==> config.mk <==
export PLATFORM = sky130hd
export DESIGN_NAME = decrypt
export DESIGN_NICKNAME = d
export VERILOG_FILES = /design/src/rtl/lwe_pkg.sv /design/src/rtl/mod_mac.sv /design/src/rtl/decrypt.sv
export SDC_FILE = /design/constraint.sdc
export NUM_CORES = 1
export LEC_CHECK = 0
export CAP_MARGIN = 5
export CORE_MARGIN = 2
export CORE_UTILIZATION = 60
export CTS_CLUSTER_DIAMETER = 60
export DETAILED_ROUTE_END_ITERATION = 12
export PLACE_DENSITY = 0.88
export REMOVE_ABC_BUFFERS = 1
export SLEW_MARGIN = 20
export SYNTH_ARGS = -nofsm -noshare
export SYNTH_HDL_FRONTEND = slang
export SYNTH_SLANG_ARGS = --single-unit
==> constraint.sdc <==
create_clock -name clk -period 9 [get_ports clk]
set_input_delay 2.7 -clock clk [delete_from_list [all_inputs] [get_ports clk]]
set_output_delay 2.7 -clock clk [all_outputs]
set_load 0.005 [all_outputs]
==> src/rtl/lwe_pkg.sv <==
// Shared LWE definitions for the encrypt/decrypt datapaths: FSM states,
// default ring widths, the rounding constants and the power-of-two modular reduce.
package lwe_pkg;

  typedef enum logic [1:0] {
    IDLE   = 2'd0,
    ACCUM  = 2'd1,
    DECODE = 2'd2,
    HOLD   = 2'd3
  } lwe_state_t;

  localparam int DEF_CIPHERTEXT_WIDTH = 10;
  localparam int DEF_PLAINTEXT_WIDTH  = 6;
  localparam int DELTA_SHIFT          = DEF_CIPHERTEXT_WIDTH - DEF_PLAINTEXT_WIDTH;
  localparam int ROUND_OFFSET         = 1 << (DELTA_SHIFT - 1);

  // q is a power of two, so reduction is a mask down to the word width.
  function automatic logic [63:0] mod_reduce(input logic [63:0] x, input int unsigned width);
    return x & ((64'd1 << width) - 64'd1);
  endfunction

endpackage

==> src/rtl/mod_mac.sv <==
// Combinational modular multiply-accumulate: sum = (acc + a*s) mod 2^W.
// The product is formed at full 2W width before the sum is reduced.
module mod_mac
  import lwe_pkg::*;
#(
  parameter int W = 10
) (
  input  logic [W-1:0] acc,
  input  logic [W-1:0] a,
  input  logic [W-1:0] s,
  output logic [W-1:0] sum
);

  logic [2*W-1:0] product;

  assign product = (2*W)'(a) * (2*W)'(s);
  assign sum     = W'(mod_reduce(64'(acc) + 64'(product), W));

endmodule

==> src/rtl/decrypt.sv <==
// LWE decryption engine: streams a[0..n-1] then b, computes v = b - <a,s> mod q
// and rounds v to a plaintext symbol. Optional noise output: DECRYPT_NOISE_OUT_EN.
module decrypt
  import lwe_pkg::*;
#(
  parameter int PLAINTEXT_MODULUS  = 64,
  parameter int PLAINTEXT_WIDTH    = DEF_PLAINTEXT_WIDTH,
  parameter int DIMENSION          = 1,
  parameter int CIPHERTEXT_MODULUS = 1024,
  parameter int CIPHERTEXT_WIDTH   = DEF_CIPHERTEXT_WIDTH
) (
  input  logic                        clk,
  input  logic                        rst_n,
  input  logic                        go,
  input  logic [CIPHERTEXT_WIDTH-1:0] secretkey [DIMENSION-1:0],
  input  logic [CIPHERTEXT_WIDTH-1:0] ct_data,
  input  logic                        ct_valid,
  output logic                        ct_ready,
  output logic [PLAINTEXT_WIDTH-1:0]  plaintext,
  output logic                        pt_valid,
`ifdef DECRYPT_NOISE_OUT_EN
  output logic signed [CIPHERTEXT_WIDTH-PLAINTEXT_WIDTH:0] noise,
`endif
  input  logic                        pt_ready
);

  localparam int CW     = CIPHERTEXT_WIDTH;
  localparam int PW     = PLAINTEXT_WIDTH;
  localparam int DSHIFT = CW - PW;
  localparam int ROUND  = CIPHERTEXT_MODULUS / (2 * PLAINTEXT_MODULUS);
  localparam int IDX_W  = $clog2(DIMENSION + 1);

  lwe_state_t        state_reg, state_next;
  logic [CW-1:0]     acc_reg, acc_next;
  logic [IDX_W-1:0]  idx_reg, idx_next;
  logic [CW-1:0]     v_reg, v_next;
  logic [PW-1:0]     plaintext_reg, plaintext_next;
  logic              pt_valid_reg, pt_valid_next;
  logic [CW-1:0]     key_sel;
  logic [CW-1:0]     mac_sum;
  logic [CW-1:0]     rounded;
  logic [PW-1:0]     pt_decoded;

  mod_mac #(.W(CW)) u_mac (
    .acc (acc_reg),
    .a   (ct_data),
    .s   (key_sel),
    .sum (mac_sum)
  );

  // Rounding offset wraps mod q, so values just below q decode to symbol 0.
  assign rounded    = v_reg + CW'(ROUND);
  assign pt_decoded = PW'(rounded >> DSHIFT);

`ifdef DECRYPT_NOISE_OUT_EN
  logic [CW-1:0]   noise_diff;
  logic [DSHIFT:0] noise_reg, noise_next;

  assign noise_diff = v_reg - {pt_decoded, {DSHIFT{1'b0}}};
  assign noise      = $signed(noise_reg);
`endif

  always_comb begin
    key_sel = '0;
    for (int i = 0; i < DIMENSION; i++) begin
      if (idx_reg == IDX_W'(i)) key_sel = secretkey[i];
    end
  end

  always_comb begin
    state_next     = state_reg;
    acc_next       = acc_reg;
    idx_next       = idx_reg;
    v_next         = v_reg;
    plaintext_next = plaintext_reg;
    pt_valid_next  = pt_valid_reg;
`ifdef DECRYPT_NOISE_OUT_EN
    noise_next     = noise_reg;
`endif
    case (state_reg)
      IDLE: begin
        if (go) begin
          state_next = ACCUM;
          acc_next   = '0;
          idx_next   = '0;
        end
      end
      ACCUM: begin
        if (ct_valid) begin
          if (idx_reg == IDX_W'(DIMENSION)) begin
            v_next     = ct_data - acc_reg;
            state_next = DECODE;
          end else begin
            acc_next = mac_sum;
            idx_next = idx_reg + IDX_W'(1);
          end
        end
      end
      DECODE: begin
        plaintext_next = pt_decoded;
`ifdef DECRYPT_NOISE_OUT_EN
        noise_next     = noise_diff[DSHIFT:0];
`endif
        pt_valid_next  = 1'b1;
        state_next     = HOLD;
      end
      HOLD: begin
        if (pt_ready) begin
          pt_valid_next = 1'b0;
          state_next    = IDLE;
        end
      end
      default: state_next = IDLE;
    endcase
  end

  always_ff @(posedge clk or negedge rst_n) begin
    if (!rst_n) begin
      state_reg     <= IDLE;
      acc_reg       <= '0;
      idx_reg       <= '0;
      v_reg         <= '0;
      plaintext_reg <= '0;
      pt_valid_reg  <= 1'b0;
`ifdef DECRYPT_NOISE_OUT_EN
      noise_reg     <= '0;
`endif
    end else begin
      state_reg     <= state_next;
      acc_reg       <= acc_next;
      idx_reg       <= idx_next;
      v_reg         <= v_next;
      plaintext_reg <= plaintext_next;
      pt_valid_reg  <= pt_valid_next;
`ifdef DECRYPT_NOISE_OUT_EN
      noise_reg     <= noise_next;
`endif
    end
  end

  assign ct_ready  = (state_reg == ACCUM);
  assign plaintext = plaintext_reg;
  assign pt_valid  = pt_valid_reg;

endmodule

Yosys cells after proc, flatten, opt, wreduce, memory -nomap -nowiden --
Cells that the tools add are included.
Storage, ports and cells: bits in registers 30, input port bits 25, output and inout port bits 8, word-level logic and storage cells 43
Cells by class: add/subtract/negate cells 4, multipliers 1, equality and inequality tests 8, mux-type cells 16, reductions and logical operators 8
Operators with widths (count):
- $mux 10 | 4
- $pmux 10 s2 | 1
- $add 10x10->10 | 1
- $add 10x4->10 const B | 1
- $mul 10x10->10 | 1
- $sub 10x10->10 | 1
- $mux 2 | 4
- $ne 2x2->1 const B | 4
- $pmux 2 s4 | 1
- $reduce_and 4->1 | 2
- $reduce_and 3->1 | 2
- $eq 2x2->1 const B | 2
- $mux 1 | 4
- $pmux 1 s2 | 2
- $reduce_bool 2->1 | 2
- $eq 2x1->1 const B | 1
- $logic_not 2->1 | 1
- $ne 2x1->1 const B | 1
- $reduce_and 2->1 | 1
- $add 1x1->1 const B | 1

Longest topological paths before layout --
Gate-level depths: netlist of the first run.
depth in word-level cells 6, mapped depth 22, mapped depth without buffers 20

By module --
Synthesis of the first run repeated with hierarchy kept, for this count alone.
Second synthesis, totals: cells, all modules 372, area, all modules 3319.4 µm²
By module, submodules not included:
- mod_mac | instances 1, cells each 199, area each 1689.1 µm², sequential area each 0.0 µm²
- decrypt | instances 1, cells each 173, area each 1630.3 µm², sequential area each 675.6 µm²

Worst setup path after synthesis of the first run --
OpenSTA, ideal clock, no wires.
path type input to register, from in ct_data[3], to reg acc_reg[9], setup time 0.121 ns, data arrival time 6.700 ns, data required time 8.879 ns, setup slack 2.179 ns, cell stages on the path 18, buffers on the path 0, cell sequence nor2b_1 > nand2_1 > fa_1 > inv_1 > fa_1 > ha_1 > fa_1 > inv_1 > fa_1 > inv_1 > ha_1 > o21ai_0 > nand2b_1 > a21oi_1 > a21oi_1 > xnor2_1 > xnor2_1 > a22o_1
Between the ends: longest elaborated chain between the ends 5
Ends and longest elaborated chain:
- from (decl) | RTL line decrypt.sv:16 | input logic [CIPHERTEXT_WIDTH-1:0] ct_data,
- $mul 10x10->10 | RTL line mod_mac.sv:16 | assign product = (2*W)'(a) * (2*W)'(s);
- $add 10x10->10 | RTL line mod_mac.sv:17 | assign sum = W'(mod_reduce(64'(acc) + 64'(product), W));
- $mux 10 | RTL line decrypt.sv:90 | if (idx_reg == IDX_W'(DIMENSION)) begin
- $mux 10 | RTL line decrypt.sv:89 | if (ct_valid) begin
- $pmux 10 s2 | RTL line decrypt.sv:80 | case (state_reg)
- to (signal assigned) | RTL line decrypt.sv:130 | acc_reg <= acc_next;
- to (decl) | RTL line decrypt.sv:34 | logic [CW-1:0] acc_reg, acc_next;
No other way between the ends. The select of a mux whose other input is x is not followed. A chain may end at the register's enable or synchronous reset.

Worst setup path in the final report of the first run --
from in ct_data[1], to reg acc_reg[9]
The elaborated chain is that of the path after synthesis.

==> run metrics, run 1 <==
Gate Count Post-Synth=about 360; Int Power=around 0.65 mW; VDD IR max=0.000189 V; layout cell share with drive strength beyond 1=between 3 and 4%; DRT Pass-1 Iters=4; die span in x=around 78 µm; max reg flops=10; NetSw=~0.6 mW; Worst Reg-to-Reg Cells=16; clock group share of total power=6.0%; PwrDens=approximately 340 mW/mm²; maximum clock rate=roughly 0.13 GHz; WL/cell=16.1 µm; Resize count post-CTS=0; Via density=5.50; first-pass GRT wire length=around 12,000 µm; total gr overflow=0; area grow syn2layout=13.4%; Simple-Gate Fraction of Synth Area=14.8%; final slew viol count=0; worst endpoint data arrival time=around 7.7 ns; die height=slightly below 80 µm; Max-Cap Viols=0; crit-path max FO=7; sequential fraction of design power=17.8%; setup slack after placement=1.22 ns; largest family of logic cells by synthesized area=adder cells; reg2reg end=acc_reg[9]; RSZ-0062 raised after global routing=no; Reg2Reg Setup Slack=about 3.8 ns; final setup fails=0; post-synthesis sequential area ratio=between 20% and 30%; Setup TNS Final=0 ns; fin crit share=between 80% and 90%; clock skew=about 0.015 ns; largest net degree at the start of global routing=28; row cnt=26; CTS hold repair buffers=0; FF+latch count, synth=27; post-synthesis xor/xnor area fraction=between 10 and 15%; Final Hold Fails=0; Clk pin slew, worst setup/hold paths=roughly 0.11 ns; Switching Fraction=between 40% and 50%; GRT Util Overall=a little over a quarter; Yosys cell types=a little over 40; mux cell area share after synthesis=0.653%; H-tree Lvls=1; Startpoint Class=input pin; TritonCTS buffer count=3; gpl congestion=between 0.9 and 1; Ports=33; most frequent cells in the layout=inv_1 (64), nand2_1 (47), ha_1 (42), clkdlybuf4s50_1 (32), fa_1 (30); Clock Tree Buf Depth=2; Worst Setup SP=ct_data[1]; Post-Synth Adder-Cell Area=between 30% and 40%; LEAKAGE=around 1.8 nW; Mapped Area=~0.0033 mm²; clk_lat worst skew=between 0.2 and 0.3 ns; WHS Endpoint=acc_reg[4]; CTS Root Cell=clkbuf_8; PnR worst setup slack=between 1.5 and 2 ns; number of global-route vias before repair=~2,600; Mean Syn Cell Area=9.13 µm²; CTS tree=yes; Slew @ Worst Pin=roughly 1.0 ns; Detail Route Antenna Nets=0; buffers added on ports=32; most common cell after layout, fill and taps aside=inv_1; ant diodes=0; Yosys warnings=0; CP Class=input pin to flop; drc violations=0; asr flop ratio synth=100%; area leader, netlist=dfrtp_1; # fillers=370; Starting Density=63.0%; worst path required time=approximately 9.2 ns; Post-synth EDFFs=0; Comb pwr share=76.2%; min-delay src=acc_reg[4]; Post-DP HPWL=around 6300 µm; Worst Hold Depth=2; 1st-iter DRT viols=slightly above 200; Yosys top cell area share=20.7%; CP Capture Type=flop; postcts setup bufs=0; compound-gate portion of the synthesized area=10.9%; final wirelength=approximately 7400 µm; routed via count=~2,500; Layout Nets=487; antenna violations before repair=0; Core Region=0.00517 mm²; minimum clock period=7.50 ns; Primary FF master, synth=dfrtp_1; Area contributors post-synth=dfrtp_1 (21%), fa_1 (18%), ha_1 (16%), inv_1 (7.4%), xnor2_1 (7.3%); status=complete, no violations; Clock Sinks=27; die area=roughly 0.006 mm²; Hold Path Class=flop to flop; worst rel slew slack=between 30% and 40%; r2r startpoint=idx_reg
[power groups by stage]
stage          sequential, mW  clock [mW]  combinational (mW)
4_1_cts                 0.222      0.0734               0.950
5_1_grt                 0.229      0.0794                1.07
2_1_floorplan           0.212           0               0.711
3_5_place_dp            0.224           0               0.945
3_3_place_gp            0.221           0               0.895
6_report                0.222      0.0745               0.949
[final cells by class]
type	count	area [µm²]	share of cell area [%]
tap	70	87.6	2.37
inverter	64	240	6.50
clock buffer	3	41.3	1.12
sequential	27	676	18.3
timing repair buffer	33	328	8.88
multi-input combinational	261	2310	62.6
clock inverter	1	8.76	0.237
[kinds of logic after synthesis]
family          Yosys count
buf+inv                  69
xor+xnor                 36
compound gates           54
simple gates             97
mux                       2
fa+ha+maj                72
flops                    27
[Yosys cell counts (4+ instances only)]
| cell | instances |
|---|---|
| xnor2_1 | 27 |
| nand3_1 | 4 |
| ha_1 | 42 |
| nor2_1 | 7 |
| nand2b_1 | 6 |
| nand2_1 | 47 |
| nor2b_1 | 8 |
| xor2_1 | 8 |
| o21ai_0 | 14 |
| a21oi_1 | 16 |
| dfrtp_1 | 27 |
| a21o_1 | 5 |
| a22o_1 | 8 |
| and2_1 | 16 |
| fa_1 | 30 |
| inv_1 | 64 |
[routing by layer]
layer / global-route usage [%] / vias to the layer above / part of all wire, %
met5: 0 / - / 0
met4: 9.64 / 0 / 2.8
met3: 5.00 / 19 / 7.0
met2: 47.0 / 86 / 50
met1: 31.6 / 1218 / 40
li1: - / 1202 / -
[worst max-delay path, stage by stage]
cell	delay (ns)
clkdlybuf4s50_1	0.57
nor2b_1	0.46
nand2_1	0.15
fa_1	0.47
fa_1	0.55
inv_1	0.05
fa_1	0.48
fa_1	0.54
inv_1	0.05
fa_1	0.54
inv_1	0.04
ha_1	0.20
nor4_1	0.26
a21oi_1	0.14
xnor2_1	0.20
xnor2_1	0.09
a22o_1	0.19
[stage by stage]
stage / std cells / hold WS, ns / utilization (%) / cell area (µm²) / power, mW
finish: 459 / 0.501 / 71.4 / 3690 / 1.25
global route: 459 / 0.544 / 71.4 / 3690 / 1.38
CTS: 459 / 0.504 / 71.4 / 3690 / 1.25
detailed placement: 455 / 0.480 / 70.4 / 3640 / 1.17
global placement: 455 / 0.465 / 70.4 / 3640 / 1.12
floorplan: 352 / 0.450 / - / 3230 / 0.922
[worst max path at each step]
stage                       endpoint  slack (ns)  depth (start not counted)
after floorplan           acc_reg[9]        2.18                         18
after global placement    acc_reg[9]        1.26                         17
after CTS                 acc_reg[9]        1.51                         17
after detailed placement  acc_reg[9]        1.22                         17
final                     acc_reg[9]        1.50                         17
after global routing      acc_reg[9]        1.20                         17
(Power assumes the default switching activity.)
==> run 2, diff against run 1 <==
CORE_UTILIZATION = 53   (was 60)
PLACE_DENSITY = 0.82   (was 0.88)
clock period = 6.1 ns   (was 9 ns; I/O delays follow)
==> run metrics, run 2 (synthesis results as in run 1) <==
status=complete, no violations (unchanged); Core Region=0.00592 mm² (was 0.00517 mm²); PwrDens=566 mW/mm² (was 337 mW/mm²); Startpoint Class=input pin (unchanged); LEAKAGE=2.12 nW (was 1.81 nW); Final Hold Fails=0 (unchanged); Hold Path Class=flop to flop (unchanged); Clk pin slew, worst setup/hold paths=0.12 ns (was 0.11 ns); number of global-route vias before repair=2,952 (was 2,648); first-pass GRT wire length=13,700 µm (was 12,300 µm); 1st-iter DRT viols=179 (was 205); area grow syn2layout=30.1% (was 13.4%); Clock Tree Buf Depth=2 (unchanged); minimum clock period=around 6.0 ns; CTS Root Cell=clkbuf_8 (unchanged); largest net degree at the start of global routing=28 (unchanged); max reg flops=10 (unchanged); CP Class=input pin to flop (unchanged); most frequent cells in the layout=inv_1 (59), nand2_1 (42), buf_4 (40), ha_1 (35) (was inv_1 (64), nand2_1 (47), ha_1 (42), clkdlybuf4s50_1 (32), fa_1 (30)); Ports=33 (unchanged); die span in x=82.4 µm (was 77.7 µm); cell area after layout=0.00424 mm² (was 0.00369 mm²); gpl congestion=0.958 (was 0.967); final wirelength=8770 µm (was 7400 µm); maximum clock rate=approximately 0.17 GHz; Worst Reg-to-Reg Cells=22 (was 16); Clock Sinks=27 (unchanged); clk_lat worst skew=0.30 ns (was 0.29 ns); CTS hold repair buffers=0 (unchanged); clock skew=0.0144 ns (was 0.0151 ns); layout cell share with drive strength beyond 1=21.3% (was 3.34%); drc violations=0 (unchanged); most common cell after layout, fill and taps aside=inv_1 (unchanged); total gr overflow=0 (unchanged); worst endpoint data arrival time=6.14 ns (was 7.69 ns); Post-DP HPWL=6540 µm (was 6310 µm); Layout Nets=529 (was 487); VDD IR max=0.000632 V (was 0.000189 V); Detail Route Antenna Nets=0 (unchanged); fin crit share=97.6%; die area=0.00679 mm² (was 0.00604 mm²); GRT Util Overall=27.1% (was 26.4%); row cnt=28 (was 26); final setup fails=0 (unchanged); dpl cells=494 (was 455); CTS tree=yes (unchanged); Via density=5.47 (was 5.50); non-filler cells, final=506 (was 459); worst path required time=6.29 ns (was 9.19 ns); crit-path max FO=3 (was 7); final slew viol count=0 (unchanged); setup slack after placement=-0.572 ns (was 1.22 ns); buffers added on ports=32 (unchanged); CP Capture Type=flop (unchanged); DRT Pass-1 Iters=4 (unchanged); ant diodes=0 (unchanged); Post-DP Area=0.00391 mm² (was 0.00364 mm²); Starting Density=55.0% (was 63.0%); die height=82.4 µm (was 77.7 µm); routed via count=2,770 (was 2,525); Max-Cap Viols=0 (unchanged); Worst Hold Depth=2 (unchanged); TritonCTS buffer count=3 (unchanged); WL/cell=17.3 µm (was 16.1 µm); worst rel slew slack=39.0% (was 31.8%); antenna violations before repair=0 (unchanged); Slew @ Worst Pin=0.915 ns (was 1.01 ns); H-tree Lvls=1 (unchanged); PnR worst setup slack=0.145 ns (was 1.50 ns)
[run 2: final timing paths]
kind	startpoint	slack, ns	endpoint
worst min register to register	acc_reg[4]	0.50	acc_reg[4]
max in group asynchronous	rst_n	3.92	acc_reg[6]
min in group asynchronous	rst_n	1.89	pt_valid
worst max-delay path	secretkey[5]	0.15	acc_reg[9]
worst max register to register	idx_reg	1.01	acc_reg[9]
worst min-delay path	acc_reg[4]	0.50	acc_reg[4]
[run 2: through the flow]
step                      power, mW  utilization, %  hold slack, ns  setup TNS (ns)
final                          2.40            71.6           0.500               0
after global routing           2.63            71.6           0.545         -0.0380
after CTS                      2.20            69.4           0.508               0
after detailed placement       1.88            66.0           0.480           -1.39
after global placement         1.81            66.0           0.475          -0.909
after floorplan                1.36               -           0.450               0
[run 2: power by group]
part	switching (mW)	leakage, nW	internal (mW)	total [mW]
clock	0.0714	0.0261	0.0483	0.120
combinational	0.976	1.76	0.969	1.95
sequential	0.0782	0.341	0.255	0.333
total	1.13	2.12	1.27	2.40
[run 2: repair_timing]
item / in CTS / in global routing
pin swaps: 21 / 16
resized for setup: 29 / 31
cloned: 0 / 0
setup buffers: 3 / 5
hold endpoints to repair: 0 / 0
endpoints found under the setup margin: 2 / 4
[run 2: critical path, stage by stage]
cell and delay (ns):
clkdlybuf4s50_1 0.54, nand2_1 0.11, fa_2 0.40, fa_1 0.55, inv_1 0.06, fa_1 0.49, fa_1 0.57, inv_2 0.06
fa_2 0.56, inv_1 0.07, ha_4 0.18, nor4_4 0.15, a21oi_2 0.08, xnor2_1 0.20, xnor2_1 0.09, a22o_1 0.19
[run 2: final cells by class]
class	instances	area, µm²
Clock inverter	1	8.76
Clock buffer	3	41.3
Multi-Input combinational cell	261	2510
Tap cell	75	93.8
Inverter	64	240
Sequential cell	27	676
Timing Repair Buffer	75	669
Fill cell	426	1680
[run 2: metal layers]
layer / up-vias / share of wire (%) / routed length (µm) / track usage (%)
met5: - / 0 / 0 / 0
met4: 0 / 4.8 / 420 / 12.5
met2: 111 / 51 / 4460 / 48.5
li1: 1287 / - / - / -
met1: 1332 / 39 / 3430 / 32.1
met3: 40 / 5.3 / 465 / 3.70
==> run 3, diff against run 2 <==
CORE_UTILIZATION = 54   (was 53)
CTS_BUF_LIST = sky130_fd_sc_hd__clkbuf_4   (was unset)
PLACE_DENSITY = 0.83   (was 0.82)
SETUP_SLACK_MARGIN = 0.2   (was unset)
==> run metrics, run 3 (synthesis results as in run 1) <==
Critical Path, Cell by Cell=clkbuf_2 -> nor2b_4 -> buf_6 -> nand2_2 -> fa_2 -> fa_1 -> inv_2 -> fa_1 -> fa_1 -> inv_2 -> fa_1 -> inv_2 -> ha_4 -> nor4_4 -> a21oi_2 -> xnor2_1 -> xnor2_1 -> a22o_1 (was clkdlybuf4s50_1 -> nand2_1 -> fa_2 -> fa_1 -> inv_1 -> fa_1 -> fa_1 -> inv_2 -> fa_2 -> inv_1 -> ha_4 -> nor4_4 -> a21oi_2 -> xnor2_1 -> xnor2_1 -> a22o_1); area grow syn2layout=28.6% (was 30.1%); Detail Route Antenna Nets=0 (unchanged); TritonCTS buffer count=3 (unchanged); Clk pin slew, worst setup/hold paths=0.17 ns (was 0.12 ns); DRT Pass-1 Iters=4 (unchanged); die area=0.00667 mm² (was 0.00679 mm²); CTS hold repair buffers=0 (unchanged); row cnt=28 (unchanged); LEAKAGE=2.11 nW (was 2.12 nW); fin crit share=94.2% (was 97.6%); first-pass GRT wire length=12,900 µm (was 13,700 µm); GRT Util Overall=25.7% (was 27.1%); clk_lat worst skew=0.35 ns (was 0.30 ns); CP dominant cell by count=fa_1 (unchanged); buffers added on ports=32 (unchanged); RSZ-0062 raised after global routing=no; Post-DP Area=0.00387 mm² (was 0.00391 mm²); Starting Density=55.4% (was 55.0%); Max-Cap Viols=0 (unchanged); largest net degree at the start of global routing=28 (unchanged); CP Capture Type=flop (unchanged); final slew viol count=0 (unchanged); final setup fails=0 (unchanged); VDD IR max=0.000424 V (was 0.000632 V); total gr overflow=0 (unchanged); CP bufs+invs=5 (was 4); H-tree Lvls=1 (unchanged); antenna violations before repair=0 (unchanged); 1st-iter DRT viols=157 (was 179); Via density=5.32 (was 5.47); min-delay src=acc_reg[4] (unchanged); Post-DP HPWL=6360 µm (was 6540 µm); die height=81.7 µm (was 82.4 µm); Slew @ Worst Pin=1.04 ns (was 0.915 ns); Startpoint Class=input pin (unchanged); final wirelength=8040 µm (was 8770 µm); number of global-route vias before repair=2,665 (was 2,952); CP max stage delay=0.57 ns (about the same); max reg flops=10 (unchanged); most frequent cells in the layout=inv_1 (58), nand2_1 (37), ha_1 (34), buf_4 (28) (was inv_1 (59), nand2_1 (42), buf_4 (40), ha_1 (35)); layout cell share with drive strength beyond 1=23.3% (was 21.3%); worst endpoint data arrival time=6.00 ns (was 6.14 ns); Setup TNS Final=0 ns (unchanged); Crit-path slowest cell=fa_1 (unchanged); maximum clock rate=0.174 GHz (was 0.168 GHz); status=complete, no violations (unchanged); delay-heaviest family, CP=adder cells (unchanged); Core Region=0.00589 mm² (was 0.00592 mm²); Core Util, Final=71.2% (was 71.6%); WL/cell=16.1 µm (was 17.3 µm); WL met2=3950 µm (was 4460 µm); Worst Setup SP=ct_data[2] (was secretkey[5]); ant diodes=0 (unchanged); CTS Root Cell=clkbuf_4 (was clkbuf_8); worst path required time=6.36 ns (was 6.29 ns); CTS tree=yes (unchanged); crit-path max FO=4 (was 3); Ports=33 (unchanged); Layout Nets=523 (was 529); Final Hold Fails=0 (unchanged); drc violations=0 (unchanged); CP Class=input pin to flop (unchanged); minimum clock period=5.75 ns (was 5.95 ns); clock skew=0.00463 ns (was 0.0144 ns); PwrDens=541 mW/mm² (was 566 mW/mm²); gpl congestion=0.952 (was 0.958); routed via count=2,661 (was 2,770); top routing layer used=met4 (unchanged); met3 wire len=383 µm (was 465 µm); die span in x=81.7 µm (was 82.4 µm); r2r startpoint=idx_reg (unchanged); Clock Tree Buf Depth=2 (unchanged); most common cell after layout, fill and taps aside=inv_1 (unchanged); Hold Path Class=flop to flop (unchanged); worst rel slew slack=30.5% (was 39.0%); cell area after layout=0.00419 mm² (was 0.00424 mm²); metal1 wirelength=3480 µm (was 3430 µm); Clock Sinks=27 (unchanged)
-- run 3: cell type report --
type / instances / area [µm²]
Inverter: 64 / 240
Fill cell: 414 / 1690
Timing Repair Buffer: 69 / 622
Multi-Input combinational cell: 261 / 2530
Clock buffer: 3 / 22.5
Sequential cell: 27 / 676
Tap cell: 75 / 93.8
Clock inverter: 1 / 7.51
-- run 3: path summary, 6_finish.rpt --
kind                                      to  slack (ns)  depth (start not counted)
worst max-delay path              acc_reg[9]        0.35                         18
worst min-delay path              acc_reg[4]        0.51                          2
worst max register to register    acc_reg[9]        0.95                         15
worst min register to register    acc_reg[4]        0.51                          2
max in group asynchronous         acc_reg[8]        4.00                          2
min in group asynchronous       plaintext[1]        1.83                          2
-- run 3: what timing repair did --
item / in CTS / in global routing
pin swaps: 32 / 16
resized for setup: 52 / 35
setup endpoints to repair: 3 / 3
buffers inserted: 3 / 4
-- run 3: per-layer routing --
metal	vias to the layer above	global-route usage (%)
met5	-	0
li1	1270	-
met1	1287	34.4
met3	24	3.08
met4	0	8.50
met2	80	43.4
-- run 3: worst min-delay path, stage by stage, from the launching register on --
cell and delay, ns:
dfrtp_1 0.38, nand2_1 0.05, o21ai_0 0.06
-- run 3: power breakdown --
group          total (mW)  internal [mW]  switching, mW  leakage, nW
Combinational        1.84          0.915          0.927         1.75
Clock              0.0884         0.0252         0.0633       0.0139
Sequential          0.336          0.254         0.0814        0.341
-- run 3: metrics by stage --
stage | hold WS (ns) | power, mW | setup slack [ns] | instances
floorplan | 0.450 | 1.36 | 0.148 | 352
global placement | 0.473 | 1.80 | -0.452 | 489
detailed placement | 0.490 | 1.87 | -0.586 | 489
CTS | 0.519 | 2.19 | 0.201 | 496
global route | 0.545 | 2.48 | 0.208 | 500
finish | 0.512 | 2.27 | 0.354 | 500
